[src/rtl/parity_pkg.sv]
// Shared encodings for the serial parity framer: FSM states and mode bits.
package parity_pkg;

   typedef enum logic {
      ST_DATA = 1'b0,
      ST_PAR  = 1'b1
   } state_t;

   localparam logic PAR_EVEN = 1'b0;
   localparam logic PAR_ODD  = 1'b1;
   localparam logic MODE_GEN = 1'b0;
   localparam logic MODE_CHK = 1'b1;

endpackage

[src/rtl/serial_out_slot.sv]
// One-deep valid/ready output register. A load and a downstream consume on the
// same edge are allowed, so the slot sustains one bit per cycle.
module serial_out_slot (
   input  logic clk,
   input  logic rst_n,
   input  logic i_load,
   input  logic i_load_bit,
   input  logic i_load_last,
   input  logic i_out_ready,
   output logic o_out_valid,
   output logic o_out_bit,
   output logic o_out_last,
   output logic o_slot_free
);

   logic r_valid;
   logic r_bit;
   logic r_last;

   assign o_slot_free = !r_valid || i_out_ready;
   assign o_out_valid = r_valid;
   assign o_out_bit   = r_bit;
   assign o_out_last  = r_last;

   // Load a new bit, drop the valid flag once consumed, otherwise hold.
   always_ff @(posedge clk) begin
      if (!rst_n) begin
         r_valid <= 1'b0;
         r_bit   <= 1'b0;
         r_last  <= 1'b0;
      end else if (i_load) begin
         r_valid <= 1'b1;
         r_bit   <= i_load_bit;
         r_last  <= i_load_last;
      end else if (i_out_ready) begin
         r_valid <= 1'b0;
      end
   end

endmodule

[src/rtl/serial_parity_framer.sv]
// Serial parity framer: passes DATA_W data bits through and appends (generate
// mode) or consumes and checks (check mode) one parity bit per frame.
//
//   state   | meaning
//   --------+-----------------------------------------------------------
//   ST_DATA | accepting data bits, accumulating parity, counting to DATA_W
//   ST_PAR  | emitting generated parity, or accepting received parity
module serial_parity_framer
   import parity_pkg::*;
#(
   parameter  int DATA_W = 8,
   localparam int CNT_W  = $clog2(DATA_W + 1)
) (
   input  logic clk,
   input  logic rst_n,
   input  logic in_valid,
   input  logic in_bit,
   output logic in_ready,
   input  logic odd_sel,
   input  logic chk_en,
   output logic out_valid,
   output logic out_bit,
   output logic out_last,
   input  logic out_ready,
   output logic par_run,
   output logic frame_done,
   output logic par_err
);

   localparam logic [CNT_W-1:0] LP_LAST = CNT_W'(DATA_W - 1);

   state_t           r_state;
   state_t           w_next_state;
   logic [CNT_W-1:0] r_cnt;
   logic             r_par_run;
   logic             r_odd_l;
   logic             r_chk_l;
   logic             r_frame_done;
   logic             r_par_err;

   logic w_slot_free;
   logic w_in_ready;
   logic w_gen_par;
   logic w_accept;
   logic w_last_data;
   logic w_frame_end;
   logic w_load;
   logic w_load_bit;
   logic w_load_last;

   assign w_accept    = in_valid && w_in_ready;
   assign w_last_data = (r_state == ST_DATA) && w_accept && (r_cnt == LP_LAST);
   assign w_frame_end = (r_state == ST_PAR) && (w_accept || w_gen_par);
   assign w_load      = w_accept || w_gen_par;
   assign w_load_bit  = w_gen_par ? (r_par_run ^ r_odd_l) : in_bit;
   assign w_load_last = (r_state == ST_PAR);

   // State register.
   always_ff @(posedge clk) begin
      if (!rst_n) r_state <= ST_DATA;
      else        r_state <= w_next_state;
   end

   // Next-state: leave DATA after the last data bit, leave PAR when the parity bit is loaded.
   always_comb begin
      w_next_state = r_state;
      case (r_state)
         ST_DATA: if (w_last_data) w_next_state = ST_PAR;
         ST_PAR:  if (w_frame_end) w_next_state = ST_DATA;
         default: w_next_state = ST_DATA;
      endcase
   end

   // Handshake outputs: upstream is held off while the generated parity bit waits for the slot.
   always_comb begin
      w_in_ready = 1'b0;
      w_gen_par  = 1'b0;
      if (rst_n) begin
         case (r_state)
            ST_DATA: w_in_ready = w_slot_free;
            ST_PAR: begin
               if (r_chk_l == MODE_CHK) w_in_ready = w_slot_free;
               else                     w_gen_par  = w_slot_free;
            end
            default: w_in_ready = 1'b0;
         endcase
      end
   end

   // Bit counter, parity accumulator, frame-start mode latch and completion flags.
   always_ff @(posedge clk) begin
      if (!rst_n) begin
         r_cnt        <= '0;
         r_par_run    <= 1'b0;
         r_odd_l      <= PAR_EVEN;
         r_chk_l      <= MODE_GEN;
         r_frame_done <= 1'b0;
         r_par_err    <= 1'b0;
      end else begin
         r_frame_done <= w_frame_end;
         r_par_err    <= w_frame_end && w_accept && (in_bit ^ r_par_run ^ r_odd_l);
         if ((r_state == ST_DATA) && w_accept) begin
            if (r_cnt == '0) begin
               r_odd_l <= odd_sel;
               r_chk_l <= chk_en;
            end
            r_par_run <= r_par_run ^ in_bit;
            r_cnt     <= w_last_data ? '0 : r_cnt + CNT_W'(1);
         end
         if (w_frame_end) r_par_run <= 1'b0;
      end
   end

   serial_out_slot u_slot (
      .clk         (clk),
      .rst_n       (rst_n),
      .i_load      (w_load),
      .i_load_bit  (w_load_bit),
      .i_load_last (w_load_last),
      .i_out_ready (out_ready),
      .o_out_valid (out_valid),
      .o_out_bit   (out_bit),
      .o_out_last  (out_last),
      .o_slot_free (w_slot_free)
   );

   assign in_ready   = w_in_ready;
   assign par_run    = r_par_run;
   assign frame_done = r_frame_done;
   assign par_err    = r_par_err;

endmodule

[config.mk]
export PLATFORM = sky130hd
export DESIGN_NAME = serial_parity_framer
export DESIGN_NICKNAME = d
export VERILOG_FILES = /design/src/rtl/parity_pkg.sv /design/src/rtl/serial_out_slot.sv /design/src/rtl/serial_parity_framer.sv
export SDC_FILE = /design/constraint.sdc
export NUM_CORES = 1
export LEC_CHECK = 0
export ABC_AREA = 1
export CORE_MARGIN = 3
export CORE_UTILIZATION = 47
export DETAILED_ROUTE_END_ITERATION = 16
export PLACE_DENSITY = 0.74
export SLEW_MARGIN = 30
export SYNTH_ARGS = -nofsm -noshare
export SYNTH_HDL_FRONTEND = slang
export SYNTH_SLANG_ARGS = --single-unit
export TNS_END_PERCENT = 100
[constraint.sdc]
create_clock -name clk -period 1.4 [get_ports clk]
set_clock_uncertainty 0.2 [all_clocks]
set_input_delay 0.28 -clock clk [delete_from_list [all_inputs] [get_ports clk]]
set_output_delay 0.28 -clock clk [all_outputs]
set_load 0.01 [all_outputs]
# Word level (Yosys, flattened, before mapping)
# Cells that the tools add are included.
[word_totals]
out_inout_bits = 7
elab_cells = 43
ff_bits = 13
input_bits = 7
[op_classes]
mux = 13
n_addsub = 1
bitwise_logic = 5
n_reduce_logical = 13
eq_ne = 1
[ops]
columns = ["op", "count"]
rows = [
  ["$mux W1", 10],
  ["$logic_and A1 B1 Y1", 6],
  ["$add A4 B1 Y4 const B", 1],
  ["$eq A4 B3 Y1 const B", 1],
  ["$logic_not A4 Y1", 1],
  ["$mux W4", 1],
  ["$pmux W1 S2", 2],
  ["$xor A1 B1 Y1", 3],
  ["$logic_or A1 B1 Y1", 2],
  ["$not A1 Y1", 2],
  ["$reduce_and A2 Y1", 1],
  ["$reduce_bool A2 Y1", 1],
  ["$reduce_or A2 Y1", 1],
  ["$logic_not A1 Y1", 1],
]

# Logic depth before layout (Yosys ltp)
[logic_depth]
word_depth = 10
ltp_mapped = 7

# By module
# Synthesis repeated with hierarchy kept, for this count alone.
[hier_totals]
hier_cells = 88
area_unflattened_um2 = 650.6
[modules_own_cells]
columns = ["mod", "cells_per_inst", "n_inst", "area_per_inst_um2"]
rows = [
  ["serial_parity_framer", 74, 1, 541.8],
  ["serial_out_slot", 14, 1, 108.9],
]

# Worst setup path after synthesis
# OpenSTA, ideal clock, no wires.
[synth_timing]
path_type = "flip-flop to flip-flop"
startpoint = "register u_slot.r_valid, in the netlist u_slot.o_out_valid"
endpoint = "register u_slot.r_bit, in the netlist u_slot.o_out_bit"
path_buffers = 0
t_required_ps = 1088
stages_incl_launch_ff = 8
setup_ps = 112
slack_ps = 168
arrival_ps = 920
path_cell_list = "dfxtp_1 inv_1 nor2_1 nor2_1 o21ai_2 nand2_1 nand2_1 nor2_1"
[synth_via]
elab_chain_cells = 7
elab_cells_between_ends = 11
classes_between = "mux: 7; reduce/logical: 4"
[synth_lines]
columns = ["element", "line", "rtl"]
rows = [
  ["start, declared", "serial_out_slot.sv:16", "logic r_valid;"],
  ["start signal, assigned", "serial_out_slot.sv:28", "r_valid <= 1'b0;"],
  ["start signal, assigned", "serial_out_slot.sv:32", "r_valid <= 1'b1;"],
  ["start signal, assigned", "serial_out_slot.sv:36", "r_valid <= 1'b0;"],
  ["$logic_not A1 Y1 (*)", "serial_out_slot.sv:20", "assign o_slot_free = !r_valid || i_out_ready;"],
  ["$logic_or A1 B1 Y1 (*)", "serial_out_slot.sv:20", ""],
  ["$mux W1", "serial_parity_framer.sv:82", "if (r_chk_l == MODE_CHK) w_in_ready = w_slot_free;"],
  ["$pmux W1 S2", "serial_parity_framer.sv:79", "case (r_state)"],
  ["$mux W1", "serial_parity_framer.sv:78", "if (rst_n) begin"],
  ["$logic_and A1 B1 Y1", "serial_parity_framer.sv:51", "assign w_accept = in_valid && w_in_ready;"],
  ["$logic_or A1 B1 Y1", "serial_parity_framer.sv:54", "assign w_load = w_accept || w_gen_par;"],
  ["end signal, assigned", "serial_out_slot.sv:33", "r_bit <= i_load_bit;"],
  ["end, declared", "serial_out_slot.sv:17", "logic r_bit;"],
]
# Mark *: on every way between the ends. The rest lies on a longest branch, timed or not.
# A chain may end at the register's enable or synchronous reset.

# Final worst setup path
[layout_timing]
startpoint = "register r_state"
endpoint = "output in_ready"
[layout_via]
elab_chain_cells = 3
[layout_lines]
columns = ["element", "line", "rtl"]
rows = [
  ["start, declared", "serial_parity_framer.sv:32", "state_t r_state;"],
  ["start signal, assigned", "serial_parity_framer.sv:61", "else r_state <= w_next_state;"],
  ["$not A1 Y1", "serial_parity_framer.sv:79", ""],
  ["$pmux W1 S2 (*)", "serial_parity_framer.sv:79", ""],
  ["$mux W1 (*)", "serial_parity_framer.sv:78", ""],
  ["end, declared", "serial_parity_framer.sv:18", "output logic in_ready,"],
]
# Marks and branches as above.

==> impl_results.md <==
- Total power per unit cell area: between 800 and 900 nW/um^2
- Hold violation total from the final report: 0
- DR vias: 662
- Slew at the pin closest to its max-slew limit: 0.266 ns
- Critical Path Sink Type: output port
- Average wire length per cell after detail routing: 10.5 um
- Half-perimeter wire length of the detailed placement result: 1040 um
- Global-route wire length before repair: 2290 um
- Non-Filler Instances: roughly 140
- Boundary pin count: 14
- Worst Hold Path Cells: 5
- Total grt overflow: 0
- Die boundary width: 44.0 um
- Cell area after layout: 982 um^2
- Maximum net fanout on the critical path: 2
- Drt first-iter violations: 6
- Setup ws final: -0.139 ns
- Synth top area cells: sky130_fd_sc_hd__dfxtp_1, sky130_fd_sc_hd__nand2_1, sky130_fd_sc_hd__nor2_1, sky130_fd_sc_hd__inv_1, sky130_fd_sc_hd__nand3_1
- Die outline area: around 1900 um^2
- Layout overhead on the synthesized area: 44.6%
- Critical Path Source Type: register
- Worst VDD drop: 0.000550 V
- Cell leakage power: 0.000469 uW
- TritonCTS clock tree: built
- Antenna Cells: 0
- Combinational power share: 20.6%
- Number of unique standard cell types used by synthesis: 20
- Total setup violations reported at the end of the flow: 1
- Required time of the critical path: 0.92 ns
- Initial cell density of the core: about half
- Count of antenna-violating nets left after detailed routing: 0
- FF+latch count, synth: 13
- Remaining max-slew budget at the tightest pin: 82.3%
- Min Hold Slack: between 0.2 and 0.3 ns
- Clock network fraction of total power: between 20% and 30%
- Net count of the finished layout: 130
- Fmax achieved: 650 MHz
- Synthesized instance count: 90
- Critical path class: register to output port
- FILL cells: 115
- Cell area after synthesis: 679 um^2
- Arrival @ worst endpoint: 1.06 ns
- Post-place instance area: 911 um^2
- Clock sink count: 13
- Remaining routing DRC violations: 0
- Layout cells sized above 1: roughly 31%
- Post-placement cell count: 130
- Part of the power in registers: 50.5%
- Post-synth top area share: roughly two fifths
- Crit share post-route: 110%
- Clock slew at reported path FFs: 0.08 ns
- Post-synthesis cell type with the largest combined area: sky130_fd_sc_hd__dfxtp_1
- Bufs on Longest Clock Path: 2
- R2r startpoint: r_state$_SDFF_PN0_
- Length in cells of the worst reg-to-reg path: 6
- Max-cap violations: 0
- Minimum period implied by the final worst setup slack: 1.54 ns
- Antenna violations before repair: 0
- First-pass iteration count of the detailed router: 4
- Via-to-Cell Ratio: between 4 and 5
- Outcome: finished, violations left
- Number of rows created at floorplan: 13
- Number of buffers added by the clock tree synthesis step: 3
- Number of global-route vias before repair: 594
- Worst hold endpoint: u_slot.o_out_valid$_SDFFE_PN0P_
- CTS H-tree lvls: 1
- Unrepaired setup endpoints after global routing: yes
- Mean cell area of the mapped netlist: 7.55 um^2
- Post-layout util: 73.6%
- Final number of max-transition violations: 0
- Post-Syn Nets: 99
- Detailed-route wire length: about 1400 um
- Sw power: approximately 210 uW
- GPL Wtd Cong: roughly 0.75
- Sequential area share after synthesis: approximately two fifths
- Chip height: 44.0 um
- Internal reg-to-reg setup slack: 0.07 ns
- Path category of the worst min-delay check: input pin to register
- Violated checks: setup timing
- Syn. warnings: 0
- Clock tree root buffer cell: sky130_fd_sc_hd__clkbuf_4
- Origin of the worst min-delay path: out_ready
- Total internal power: 576 uW
- Count of input and output buffers: 13
- Clock latency of the later-clocked register in the worst-skew pair: 0.27 ns
- Total track usage: 15.7%
- Core Region: between 1000 and 1500 um^2
- Capture point of the worst reg-to-reg path: r_cnt[0]$_SDFFE_PN0P_
- Pin count of the biggest net entering global routing: 11
- Switching power share of the total: 26.9%
routing by layer:
metal,vias to the layer above,part of all wire [%],track usage [%],wire [um]
li1,343,-,-,-
met1,296,41,17.6,582
met2,19,53,27.9,744
met3,4,4.9,2.44,69
met4,0,1.1,9.04,16
met5,-,0,0,0
cell usage in the layout (no fill, tap or decap), drive strengths merged:
cell / netlist / routed
nand2: 19 / 19
nor2: 19 / 19
buf: 2 / 17
dfxtp: 13 / 13
inv: 12 / 12
dlygate4sd2: 0 / 7
o21ai: 7 / 7
nand3: 6 / 6
clkbuf: 0 / 4
a21oi: 3 / 3
clkdlybuf4s50: 0 / 3
xnor2: 2 / 2
ha: 2 / 2
nor3: 1 / 1
nand4: 1 / 1
nand3b: 1 / 1
o21bai: 1 / 1
xor2: 1 / 1
dlymetal6s2s: 0 / 1
metrics by stage:
step,setup TNS (ns),total power (uW),setup WS [ns]
floorplan,0,488,0.168
global placement,-5.17,551,-0.640
detailed placement,-5.33,557,-0.683
CTS,-0.356,796,-0.199
global route,-0.227,833,-0.227
finish,-0.139,788,-0.139
area by class of cell:
| class | instances | area [um^2] | share of cell area, % |
|---|---|---|---|
| multi-input combinational | 63 | 394 | 40.1 |
| sequential | 13 | 264 | 26.9 |
| timing repair buffer | 28 | 234 | 23.8 |
| inverter | 12 | 45.0 | 4.59 |
| clock buffer | 4 | 26.3 | 2.68 |
| tap | 15 | 18.8 | 1.91 |
worst max-delay path: stages (launching register included):
cell	delay, ns
sky130_fd_sc_hd__dfxtp_2	0.33
sky130_fd_sc_hd__inv_2	0.07
sky130_fd_sc_hd__nor2_4	0.04
sky130_fd_sc_hd__nor3_2	0.19
sky130_fd_sc_hd__buf_2	0.16
power groups by stage:
stage                     logic [uW]  clock network (uW)  registers (uW)
after detailed placement         151                   0             406
after floorplan                 79.9                   0             409
final                            162                 227             398
after CTS                        159                 240             397
after global placement           146                   0             405
after global routing             182                 252             399
what timing repair did:
item / in CTS / in global routing
hold buffers: 0 / 0
gates resized for setup: 23 / 11
setup endpoints to repair: 19 / 14
buffers inserted: 3 / 1
pin swaps: 2 / 5
logic make-up after synthesis:
kind of cell	synth area share [%]
AO/OA/AOI/OAI	11.2
XOR/XNOR	3.87
adder cells (fa/ha/maj)	3.68
buffers and inverters	9.94
flip-flops	38.3
AND/OR/NAND/NOR	33.0
registers in the layout, indices dropped and copies added (netlist names):
name / flops
u_slot.o_out_last: 1
par_err: 1
r_odd_l: 1
u_slot.o_out_valid: 1
par_run: 1
r_cnt: 4
r_chk_l: 1
r_state: 1
frame_done: 1
u_slot.o_out_bit: 1
Yosys cell counts (all sizes together):
cell / count
buf: 2
nand2: 19
o21ai: 7
xor2: 1
ha: 2
nand3b: 1
o21bai: 1
dfxtp: 13
nand3: 6
nor2: 19
inv: 12
nand4: 1
a21oi: 3
nor3: 1
xnor2: 2
how the worst max path moves through the flow:
stage	from	end	slack, ns	cells past startpoint
final	r_state$_SDFF_PN0_	in_ready	-0.14	4
after global routing	r_state$_SDFF_PN0_	in_ready	-0.23	4
after CTS	out_ready	in_ready	-0.20	4
after detailed placement	rst_n	in_ready	-0.68	4
after global placement	rst_n	in_ready	-0.64	4
after floorplan	u_slot.o_out_valid$_SDFFE_PN0P_	u_slot.o_out_bit$_SDFFE_PN0P_	0.17	7
(Power assumes the default switching activity.)
